## src/rtl/muldiv_wb_queue_pkg.sv

```systemverilog
// muldiv_wbq_pkg: shared defaults and entry type for the MulDiv writeback queue
package muldiv_wbq_pkg;
  localparam int XLEN_D = 32;
  localparam int TAG_W_D = 5;
  localparam int DEPTH_D = 2;
  localparam int STARVE_MAX_D = 8;
  typedef struct packed {
    logic [TAG_W_D-1:0] tag;
    logic [XLEN_D-1:0] data;
  } wbq_entry_t;
endpackage

```

## src/rtl/muldiv_wb_queue_if.sv

```systemverilog
// muldiv_wb_queue_if: MulDiv response, pipeline arbitration and regfile write signals
interface muldiv_wb_queue_if
  import muldiv_wbq_pkg::*;
#(
  parameter int XLEN = XLEN_D,
  parameter int TAG_W = TAG_W_D,
  parameter int DEPTH = DEPTH_D
);
  logic in_valid;
  logic in_ready;
  logic [XLEN-1:0] in_data;
  logic [TAG_W-1:0] in_tag;
  logic pipe_wen;
  logic wb_valid;
  logic [TAG_W-1:0] wb_tag;
  logic [XLEN-1:0] wb_data;
  logic [$clog2(DEPTH+1)-1:0] level;
  logic pipe_stall;
  modport master (
    output in_valid, in_data, in_tag, pipe_wen,
    input in_ready, wb_valid, wb_tag, wb_data, level, pipe_stall
  );
  modport slave (
    input in_valid, in_data, in_tag, pipe_wen,
    output in_ready, wb_valid, wb_tag, wb_data, level, pipe_stall
  );
endinterface

```

## src/rtl/muldiv_wb_queue_fifo.sv

```systemverilog
// wbq_fifo: generic circular buffer with explicitly wrapped pointers and occupancy count
module wbq_fifo #(
  parameter int W = 37,
  parameter int DEPTH = 2,
  localparam int PW = DEPTH > 1 ? $clog2(DEPTH) : 1,
  localparam int CW = $clog2(DEPTH + 1)
) (
  input  logic clock,
  input  logic reset,
  input  logic push,
  input  logic pop,
  input  logic [W-1:0] din,
  output logic [W-1:0] dout,
  output logic [CW-1:0] count
);
  logic [W-1:0] mem [DEPTH];
  logic [PW-1:0] head, tail;
  function automatic logic [PW-1:0] nxt(input logic [PW-1:0] p);
    return (p == PW'(DEPTH - 1)) ? '0 : p + 1'b1;
  endfunction
  // pointer and count update; reset discards everything buffered
  always_ff @(posedge clock) begin
    if (reset) begin
      head <= '0;
      tail <= '0;
      count <= '0;
    end else begin
      if (push) tail <= nxt(tail);
      if (pop) head <= nxt(head);
      count <= count + CW'(push) - CW'(pop);
    end
  end
  // storage write at the tail
  always_ff @(posedge clock) begin
    if (push) mem[tail] <= din;
  end
  assign dout = mem[head];
endmodule

```

## src/rtl/muldiv_wb_queue.sv

```systemverilog
// muldiv_wb_queue: buffers MulDiv responses and drains them into the regfile port behind pipeline writeback; optional starve stall via MULDIV_WBQ_STARVE_EN
module muldiv_wb_queue
  import muldiv_wbq_pkg::*;
#(
  parameter int XLEN = XLEN_D,
  parameter int TAG_W = TAG_W_D,
  parameter int DEPTH = DEPTH_D
`ifdef MULDIV_WBQ_STARVE_EN
  , parameter int STARVE_MAX = STARVE_MAX_D
`endif
) (
  input logic clock,
  input logic reset,
  muldiv_wb_queue_if.slave bus
);
  localparam int CW = $clog2(DEPTH + 1);
  logic [CW-1:0] count;
  logic [TAG_W+XLEN-1:0] head;
  logic push, pop;
  wbq_fifo #(.W(TAG_W + XLEN), .DEPTH(DEPTH)) u_fifo (
    .clock(clock),
    .reset(reset),
    .push(push),
    .pop(pop),
    .din({bus.in_tag, bus.in_data}),
    .dout(head),
    .count(count)
  );
  // ready from registered occupancy only; x0 writes handshake but are dropped; pipeline wins the port
  always_comb begin
    bus.in_ready = count != CW'(DEPTH);
    push = bus.in_valid && bus.in_ready && bus.in_tag != '0;
    pop = count != '0 && !bus.pipe_wen;
    bus.wb_valid = pop;
    bus.wb_tag = head[XLEN +: TAG_W];
    bus.wb_data = head[XLEN-1:0];
    bus.level = count;
  end
`ifdef MULDIV_WBQ_STARVE_EN
  localparam int SW = $clog2(STARVE_MAX + 1);
  logic [SW-1:0] starve;
  // count cycles a valid head loses the port, saturating; any pop or empty queue clears it
  always_ff @(posedge clock) begin
    if (reset || pop || count == '0) starve <= '0;
    else if (bus.pipe_wen && starve != SW'(STARVE_MAX)) starve <= starve + 1'b1;
  end
  assign bus.pipe_stall = starve == SW'(STARVE_MAX);
`else
  assign bus.pipe_stall = 1'b0;
`endif
endmodule
```

## src/flat_wrapper.sv

```systemverilog
// flat-port wrapper written by rule: the top's interface ports become plain ports
module muldiv_wb_queue_flat import muldiv_wbq_pkg::*;
#(
  parameter int XLEN = XLEN_D,
  parameter int TAG_W = TAG_W_D,
  parameter int DEPTH = DEPTH_D

)
  (clock, reset, bus_in_valid, bus_in_data, bus_in_tag, bus_pipe_wen, bus_in_ready, bus_wb_valid, bus_wb_tag, bus_wb_data, bus_level, bus_pipe_stall);
  muldiv_wb_queue_if #(.XLEN(XLEN), .TAG_W(TAG_W), .DEPTH(DEPTH)) bus_i ();
  input logic clock;
  input logic reset;
  input wire logic [$bits(bus_i.in_valid)-1:0] bus_in_valid;
  input wire logic [$bits(bus_i.in_data)-1:0] bus_in_data;
  input wire logic [$bits(bus_i.in_tag)-1:0] bus_in_tag;
  input wire logic [$bits(bus_i.pipe_wen)-1:0] bus_pipe_wen;
  output wire logic [$bits(bus_i.in_ready)-1:0] bus_in_ready;
  output wire logic [$bits(bus_i.wb_valid)-1:0] bus_wb_valid;
  output wire logic [$bits(bus_i.wb_tag)-1:0] bus_wb_tag;
  output wire logic [$bits(bus_i.wb_data)-1:0] bus_wb_data;
  output wire logic [$bits(bus_i.level)-1:0] bus_level;
  output wire logic [$bits(bus_i.pipe_stall)-1:0] bus_pipe_stall;
  assign bus_i.in_valid = bus_in_valid;
  assign bus_i.in_data = bus_in_data;
  assign bus_i.in_tag = bus_in_tag;
  assign bus_i.pipe_wen = bus_pipe_wen;
  assign bus_in_ready = bus_i.in_ready;
  assign bus_wb_valid = bus_i.wb_valid;
  assign bus_wb_tag = bus_i.wb_tag;
  assign bus_wb_data = bus_i.wb_data;
  assign bus_level = bus_i.level;
  assign bus_pipe_stall = bus_i.pipe_stall;
  muldiv_wb_queue #(.XLEN(XLEN), .TAG_W(TAG_W), .DEPTH(DEPTH)) u_core (.clock(clock), .reset(reset), .bus(bus_i));
endmodule
```

## config.mk

```make
export PLATFORM = sky130hd
export DESIGN_NAME = muldiv_wb_queue_flat
export DESIGN_NICKNAME = d
export VERILOG_FILES = /design/src/rtl/muldiv_wb_queue_pkg.sv /design/src/rtl/muldiv_wb_queue_if.sv /design/src/rtl/muldiv_wb_queue_fifo.sv /design/src/rtl/muldiv_wb_queue.sv /design/src/flat_wrapper.sv
export SDC_FILE = /design/constraint.sdc
export NUM_CORES = 1
export LEC_CHECK = 0
export ABC_AREA = 1
export ABC_CLOCK_PERIOD_IN_PS = 7200
export BUFFER_PORTS_ARGS = -buffer_cell sky130_fd_sc_hd__buf_2
export CAP_MARGIN = 20
export CORE_MARGIN = 2
export CORE_UTILIZATION = 34
export CTS_BUF_LIST = sky130_fd_sc_hd__clkbuf_4
export CTS_CLUSTER_DIAMETER = 40
export DETAILED_ROUTE_END_ITERATION = 8
export PLACE_DENSITY = 0.55
export SETUP_SLACK_MARGIN = 0.2
export SYNTH_ARGS = -nofsm -noshare
export SYNTH_HDL_FRONTEND = slang
export SYNTH_SLANG_ARGS = --single-unit
```

## constraint.sdc

```tcl
create_clock -name clock -period 7.2 [get_ports clock]
set_clock_uncertainty 0.2 [all_clocks]
set_input_delay 1.44 -clock clock [delete_from_list [all_inputs] [get_ports clock]]
set_output_delay 1.44 -clock clock [all_outputs]
set_load 0.05 [all_outputs]
```

==> results.toml, run 1 <==
[status]
status = "completed"

[sta]
finalHoldViolations = 0
relSlewSlack_pct = 56.1
period_needed_ps = 3820
setup_violations = 0
tns_ps = 0
fmax_mhz = 262
finalCritPeriodShare_pct = 53.0
fin_hold_ws_ps = 269
tightest_slew_ps = 655
rsz0062_at_grt = "no"
drv_slew = 0

[pwr]
p_sw_uw = 574
power.share.clock_pct = 21.2
netSwitchingFraction_pct = 37.9
p_per_area_mw_per_mm2 = 403
irDropWorstVdd_mv = 0.184
p_leak_uw = 0.00151
internal_power_uw = 941
share_seq_of_total_power_pct = 41.2
combPwrFrac_pct = 37.6

[route]
drt_iter0_markers = 23
wl_per_cell_um = 14.1
ant_nets = 0
via_count = 1584
first_pass_iters = 4
drc = 0
routed_wl_mm = 5.04
vias_per_cell = 4.44

[setup_path]
max_stage_delay_ps = 740
critPathArrivalTime_ps = 2180
r2r_start = "u_core.u_fifo.count[0]$_SDFF_PP0_"
crit_path_start_kind = "register"
path_depth = 3
path_buf_inv = 2
worstPathMaxFanout = 19
required_ps = 5560
crit_family = "flip-flops"
worst_r2r_path_depth = 5
path_cells = "buf_4, mux2_2, buf_2"
crit_type = "register to output pin"
worstSetupEndpointType = "output pin"
cp_slowest_cell = "dfxtp_2"

[cts]
clock_sinks = 79
clk_pin_slew_ps = 110
clockBufferDepth = 2
cts.repair.resized = 0
cts_tree = "yes"
cts_buffers = 9
htreeDepth = 3
ctsHoldBuffers = 0
cts_setup_buffers = 0
cts-root-buf = "clkbuf_4"
clkLatencyLatePin_ps = 390

[place]
gp_congestion = 0.648
post-dp-hpwl_mm = 3.41
portBuffers = 81
dpl_cell_area_sq_mm = 0.00358
place_inst = 341

[logic_synthesis]
synth_area_per_cell_sq_um = 20.1
ys_seq_area_share_pct = 75.2
netlist_area_sq_mm = 0.00309
synth_nets = 197
yosys_warnings = 0
synth_seq_cells = 79
synth_cells = 154
ys_types = 17

[final_layout]
final_util_pct = 42.9
area_delta_synth_final_pct = 21.9
final_area_sq_mm = 0.00376
multi_input_area_sq_um = 664
final_common_cell = "buf_2"
mostFrequentLayoutCells = "buf_2 (81), edfxtp_1 (74), mux2_4 (30)"
drive_gt1_share_pct = 55.8
seq_area_sq_mm = 0.00232
fin_cells = 357
num-nets-final = 287
fillerInstances = 808
n_antenna_cell = 0

[die]
die_h_um = 99.3
pin_count = 83
core.rowCount = 34
die_w_um = 99.3
core_area_sq_mm = 0.00876
start_util_pct = 35.2
dieArea_sq_mm = 0.00986

[global_routing]
grt_usage_pct = 10.8
grt_max_degree = 22
grt_pass1_vias = 1653
antenna_found_initial = 0
gr-total-overflow = 0
grt_pass1_wl_mm = 7.96

[min_path]
hold_start = "u_core.u_fifo.head$_SDFFE_PP0P_"
hold_depth = 1
hold_path.class = "register to register"

[flow_run]
max_cap_viol_count = 0
synth_stat cells, drive strengths merged:
cell    instances  area share, %
a21oi           4           0.65
dfxtp           5            3.2
buf             5            2.6
ha              2           0.81
nand3           2           0.32
nand2           5           0.61
xnor2           1           0.28
mux2           37             17
edfxtp         74             72
inv             8           0.97
conb            1           0.12
o21ai           1           0.16
nor2            9            1.2
registers in the layout (all words and copies together) (netlist names), named ones only:
register             cells
u_core.u_fifo.count      2
u_core.u_fifo.tail       1
u_core.u_fifo.head       1
u_core.u_fifo.mem       74
power by group through the flow:
stage	sequential [uW]	clock, uW	combinational (uW)
floorplan	633	0	483
global placement	634	0	576
detailed placement	638	0	578
CTS	627	337	580
global route	634	353	605
finish	624	321	570
kinds of logic (layout without fill, tap and decap cells):
group	Yosys count	count (layout)	synth area share [%]
and+or+nand+nor	16	16	2.11
buffers and inverters	13	108	3.53
other	1	1	0.121
xor gates and xnor gates	1	1	0.284
adders and majority gates	2	2	0.810
DFF	79	79	75.2
muxes	37	37	17.1
AOI/OAI and AO/OA	5	5	0.810
cell type report:
cell class,count,share of cell area (%)
Tap cell,108,3.59
Clock inverter,6,2.86
Sequential cell,79,61.7
Inverter,8,0.798
Clock buffer,10,1.99
Timing Repair Buffer,84,11.4
Multi-Input combinational cell,62,17.7
routing by layer:
layer,GRT usage [%],part of all wire [%]
met3,3.09,6.4
met4,5.37,1.6
met2,18.1,49
met5,0,0
met1,12.7,43
metrics by stage:
step	setup WS, ps	total power, uW
2_1_floorplan	3270	1120
3_3_place_gp	3560	1210
3_5_place_dp	3530	1220
4_1_cts	3270	1540
5_1_grt	3220	1590
6_report	3380	1520
worst paths after layout:
| kind | slack [ps] | end |
|---|---|---|
| setup reg to reg | 4950 | u_core.u_fifo.mem[0][3]$_DFFE_PP_ |
| hold reg to reg | 270 | register |
| hold / removal | 270 | register |
| setup / recovery | 3380 | bus_wb_data[31] |
No activity file was read; power rests on OpenSTA's default activity.
==> run 2: changes to the inputs <==
Settings changed: ABC_AREA 1 to 0, ABC_CLOCK_PERIOD_IN_PS 7200 to 3100, PLACE_DENSITY 0.55 to 0.57.
Clock period 7.2 ns to 3.1 ns, I/O delays scaled along.
==> results.toml, run 2 <==
[logic_synthesis]
yosys_warnings = 0
synth-edff-count = 74
synth.area.top_cells = "edfxtp_1 (76%), mux2_2 (14%), dfxtp_1 (3.4%)"
synth_area_leader_cell = "edfxtp_1"
async_flop_share_pct = 0
ys_top_cells_by_count = "edfxtp_1 (74), mux2_2 (37), nor2_1 (7)"
netlist_area_sq_mm = 0.00293
synth_area_per_cell_sq_um = 20.2
netlist.area_leader.share_pct = 75.8
synth_nets = 188
ys_seq_area_share_pct = 79.2
synth_cells = 145
ys_types = 20
synthFlopType = "edfxtp_1"
synth_seq_cells = 79
yosysMostFrequentCell = "edfxtp_1"

[final_layout]
area_delta_synth_final_pct = 24.5
n_antenna_cell = 0
final_area_sq_mm = 0.00365
largest_register_ffs = 74
final_common_cell = "buf_2"
mostFrequentLayoutCells = "buf_2 (81), edfxtp_1 (74), mux2_2 (37)"
drive_gt1_share_pct = 58.8
reg_top3 = "u_core.u_fifo.mem: 74 flops, u_core.u_fifo.count: 2 flops"
largest-register = "u_core.u_fifo.mem"
fin_cells = 345
num-nets-final = 278

[die]
core.rowCount = 33
pin_count = 83
core_area_sq_mm = 0.00830
die_w_um = 96.8
start_util_pct = 35.3
die_h_um = 96.8
dieArea_sq_mm = 0.00938

[pwr]
p_leak_uw = 0.00136
p_total_uw = 3280
p_per_area_mw_per_mm2 = 898
irDropWorstVdd_mv = 0.363

[cts]
cts_tree = "yes"
cts-root-buf = "clkbuf_4"
clockBufferDepth = 2
cts_buffers = 9
ctsHoldBuffers = 0
clk_pin_slew_ps = 130
clock_sinks = 79
htreeDepth = 3
clkLatencyLatePin_ps = 410
cts.repair.resized = 0
cts_setup_buffers = 0

[place]
portBuffers = 81
place_inst = 329
gp_congestion = 0.643
dpl_cell_area_sq_mm = 0.00352
post-dp-hpwl_mm = 3.26

[setup_path]
critPathArrivalTime_ps = 1810
worst_r2r_path_depth = 8
worstPathMaxFanout = 24
crit_path_start_kind = "register"
crit_type = "register to output pin"
required_ps = 2280
worstSetupEndpointType = "output pin"

[route]
vias_per_cell = 4.57
drt_iter0_markers = 85
via_count = 1578
first_pass_iters = 4
drc = 0
ant_nets = 0
routed_wl_mm = 5.03
wl_per_cell_um = 14.6

[global_routing]
grt_pass1_wl_mm = 7.90
antenna_found_initial = 0
grt_usage_pct = 11.3
gr-total-overflow = 0
grt_pass1_vias = 1598
grt_max_degree = 26

[sta]
finalCritPeriodShare_pct = 84.9
tns_ps = 0
finalHoldViolations = 0
setup_violations = 0
rsz0062_at_grt = "no"
fmax_mhz = 380
drv_slew = 0
period_needed_ps = 2630

[status]
status = "completed"

[min_path]
hold_path.class = "input port to register"
hold_depth = 1

[flow_run]
max_cap_viol_count = 0
-- run 2: worst max-delay path, cell delays in order, from the launching register on --
cell	delay (ps)
dfxtp_2	580
buf_12	240
mux2_2	370
buf_2	210
-- run 2: cell families after synthesis --
kind of cell | after synthesis | share of synthesized area (%)
AO/OA/AOI/OAI | 4 | 1.24
multiplexers | 38 | 14.7
XOR/XNOR | 1 | 0.299
other | 1 | 0.128
AND/OR/NAND/NOR | 13 | 2.31
flip-flops | 79 | 79.2
adder cells (fa/ha/maj) | 2 | 0.854
buffers and inverters | 7 | 1.20
-- run 2: worst paths after layout --
path	startpoint	to	slack, ps
worst max-delay path	register	bus_wb_data[14]	470
worst min-delay path	bus_in_data[10]	u_core.u_fifo.mem[0][10]$_DFFE_PP_	180
worst max register to register	u_core.u_fifo.count[0]$_SDFF_PP0_	u_core.u_fifo.count[1]$_SDFF_PP0_	1200
worst min register to register	u_core.u_fifo.head$_SDFFE_PP0P_	register	330
-- run 2: metal layers --
metal,part of all wire [%],up-vias,wire [um],GRT usage [%]
met3,7.4,10,371,4.41
li1,-,741,-,-
met2,48,62,2410,17.0
met1,42,765,2130,13.7
met4,2.3,0,117,6.50
met5,0,-,0,0
-- run 2: final cells by class --
| cell class | instances | area [sq um] |
|---|---|---|
| Tap cell | 105 | 131 |
| Timing Repair Buffer | 84 | 465 |
| Sequential cell | 79 | 2320 |
| Fill cell | 782 | 4650 |
| Clock inverter | 7 | 63.8 |
| Clock buffer | 9 | 67.6 |
| Multi-Input combinational cell | 59 | 588 |
| Inverter | 2 | 7.51 |
-- run 2: power by group --
part | internal, uW | leakage [uW] | switching [uW]
clock network | 239 | 0.0000708 | 339
registers | 1370 | 0.000732 | 66.9
logic | 361 | 0.000559 | 904
total | 1970 | 0.00136 | 1310
-- run 2: through the flow --
stage	hold slack [ps]	util, %	setup slack (ps)
5_1_grt	124	43.9	348
3_3_place_gp	292	42.4	400
4_1_cts	151	43.9	411
2_1_floorplan	274	-	90.6
6_report	183	43.9	467
3_5_place_dp	309	42.4	364
==> run 3: changes to the inputs <==
Settings changed: ABC_CLOCK_PERIOD_IN_PS 3100 to 2700, PLACE_DENSITY 0.57 to 0.55.
Clock period 3.1 ns to 2.7 ns, I/O delays scaled along.
==> results.toml, run 3 (synthesized netlist as in run 2, its figures left out) <==
[status]
status = "completed"

[setup_path]
crit_path_start_kind = "register"
required_ps = 1960
crit_type = "register to output pin"
ff2ff_setup_slack_ps = 750
worst_r2r_path_depth = 5
r2r-end = "u_core.u_fifo.mem[0][21]$_DFFE_PP_"
worstPathMaxFanout = 19
critPathArrivalTime_ps = 1600
r2r_start = "u_core.u_fifo.count[0]$_SDFF_PP0_"
worstSetupEndpointType = "output pin"

[final_layout]
largest_register_ffs = 74
largest-register = "u_core.u_fifo.mem"
drive_gt1_share_pct = 60.3
num-nets-final = 280
n_antenna_cell = 0
area_delta_synth_final_pct = 25.3
reg_top3 = "u_core.u_fifo.mem: 74 flops, u_core.u_fifo.count: 2 flops"
final_util_pct = 44.2
final_common_cell = "buf_2"
mostFrequentLayoutCells = "buf_2 (81), edfxtp_1 (74), mux2_2 (37)"

[pwr]
combPwrFrac_pct = 39.2
p_sw_uw = 1520
netSwitchingFraction_pct = 40.0
power.share.clock_pct = 18.0
p_leak_uw = 0.00138
p_per_area_mw_per_mm2 = 1030
p_total_uw = 3790
internal_power_uw = 2280
share_seq_of_total_power_pct = 42.8
irDropWorstVdd_mv = 0.628

[sta]
finalHoldViolations = 0
fin_hold_ws_ps = 116
finalCritPeriodShare_pct = 86.6
rsz0062_at_grt = "no"
setup_slack_ps = 361
fmax_mhz = 428
period_needed_ps = 2340
drv_slew = 0
tns_ps = 0
setup_violations = 0

[route]
ant_nets = 0
drc = 0
first_pass_iters = 4
vias_per_cell = 4.46
drt_iter0_markers = 36
wl_per_cell_um = 14.4
via_count = 1546
routed_wl_mm = 4.98

[cts]
clockBufferDepth = 2
ctsHoldBuffers = 0
cts_setup_buffers = 0
cts_tree = "yes"
clock_sinks = 79
cts.repair.resized = 0
clk_pin_slew_ps = 130
htreeDepth = 3
cts_buffers = 9
cts-root-buf = "clkbuf_4"
clkLatencyLatePin_ps = 400

[global_routing]
grt_pass1_vias = 1622
grt_max_degree = 38
grt_pass1_wl_mm = 7.86
gr-total-overflow = 0
antenna_found_initial = 0
grt_usage_pct = 11.0

[min_path]
hold_path.class = "input port to register"
whs_endpoint = "u_core.u_fifo.mem[0][28]$_DFFE_PP_"
hold_depth = 1
hold_start = "bus_in_data[28]"

[die]
start_util_pct = 35.3
pin_count = 83
die_h_um = 96.8
core_area_sq_mm = 0.00830
die_w_um = 96.8
dieArea_sq_mm = 0.00938
core.rowCount = 33

[place]
gp_congestion = 0.679
dp_slack_ps = 186
post-dp-hpwl_mm = 3.35
portBuffers = 81

[flow_run]
max_cap_viol_count = 0
==> run 3: worst max-delay path by stage <==
stage                                                     to  slack [ps]  cells past startpoint
after floorplan            u_core.u_fifo.count[1]$_SDFF_PP0_         250                      8
after global placement    u_core.u_fifo.mem[1][20]$_DFFE_PP_         180                      5
after detailed placement   u_core.u_fifo.count[1]$_SDFF_PP0_         190                      9
after CTS                                    bus_wb_data[24]         310                      3
after global routing                         bus_wb_data[24]         260                      3
final                                        bus_wb_data[24]         360                      3
==> run 3: through the flow <==
stage / cell area, sq um / cells
after detailed placement: 3500 / 330
after global placement: 3480 / 329
after floorplan: 2950 / 145
after global routing: 3670 / 347
final: 3670 / 347
after CTS: 3640 / 346
==> run 3: power by group through the flow <==
| stage | clock, uW | combinational, uW | sequential, uW |
|---|---|---|---|
| after global routing | 766 | 1570 | 1640 |
| after detailed placement | 0 | 1480 | 1660 |
| final | 683 | 1490 | 1620 |
| after global placement | 0 | 1470 | 1650 |
| after CTS | 721 | 1480 | 1630 |
| after floorplan | 0 | 1120 | 1680 |
==> run 3: layout make-up <==
class,instances,area (sq um)
multi-input combinational,59,593
inverter,2,7.51
clock buffer,9,67.6
fill,783,4630
timing repair buffer,86,475
sequential,79,2320
clock inverter,7,73.8
tap,105,131
==> run 3: worst max-delay path, cell delays in order, from the launching register on <==
cell     delay [ps]
dfxtp_2         340
buf_4           250
mux2_2          380
buf_2           210
==> run 3: per-layer routing <==
layer	GRT usage (%)	up-vias	wire (um)
met5	0	-	0
li1	-	744	-
met3	3.83	2	305
met1	13.5	742	2170
met4	5.53	0	34
met2	17.4	58	2470
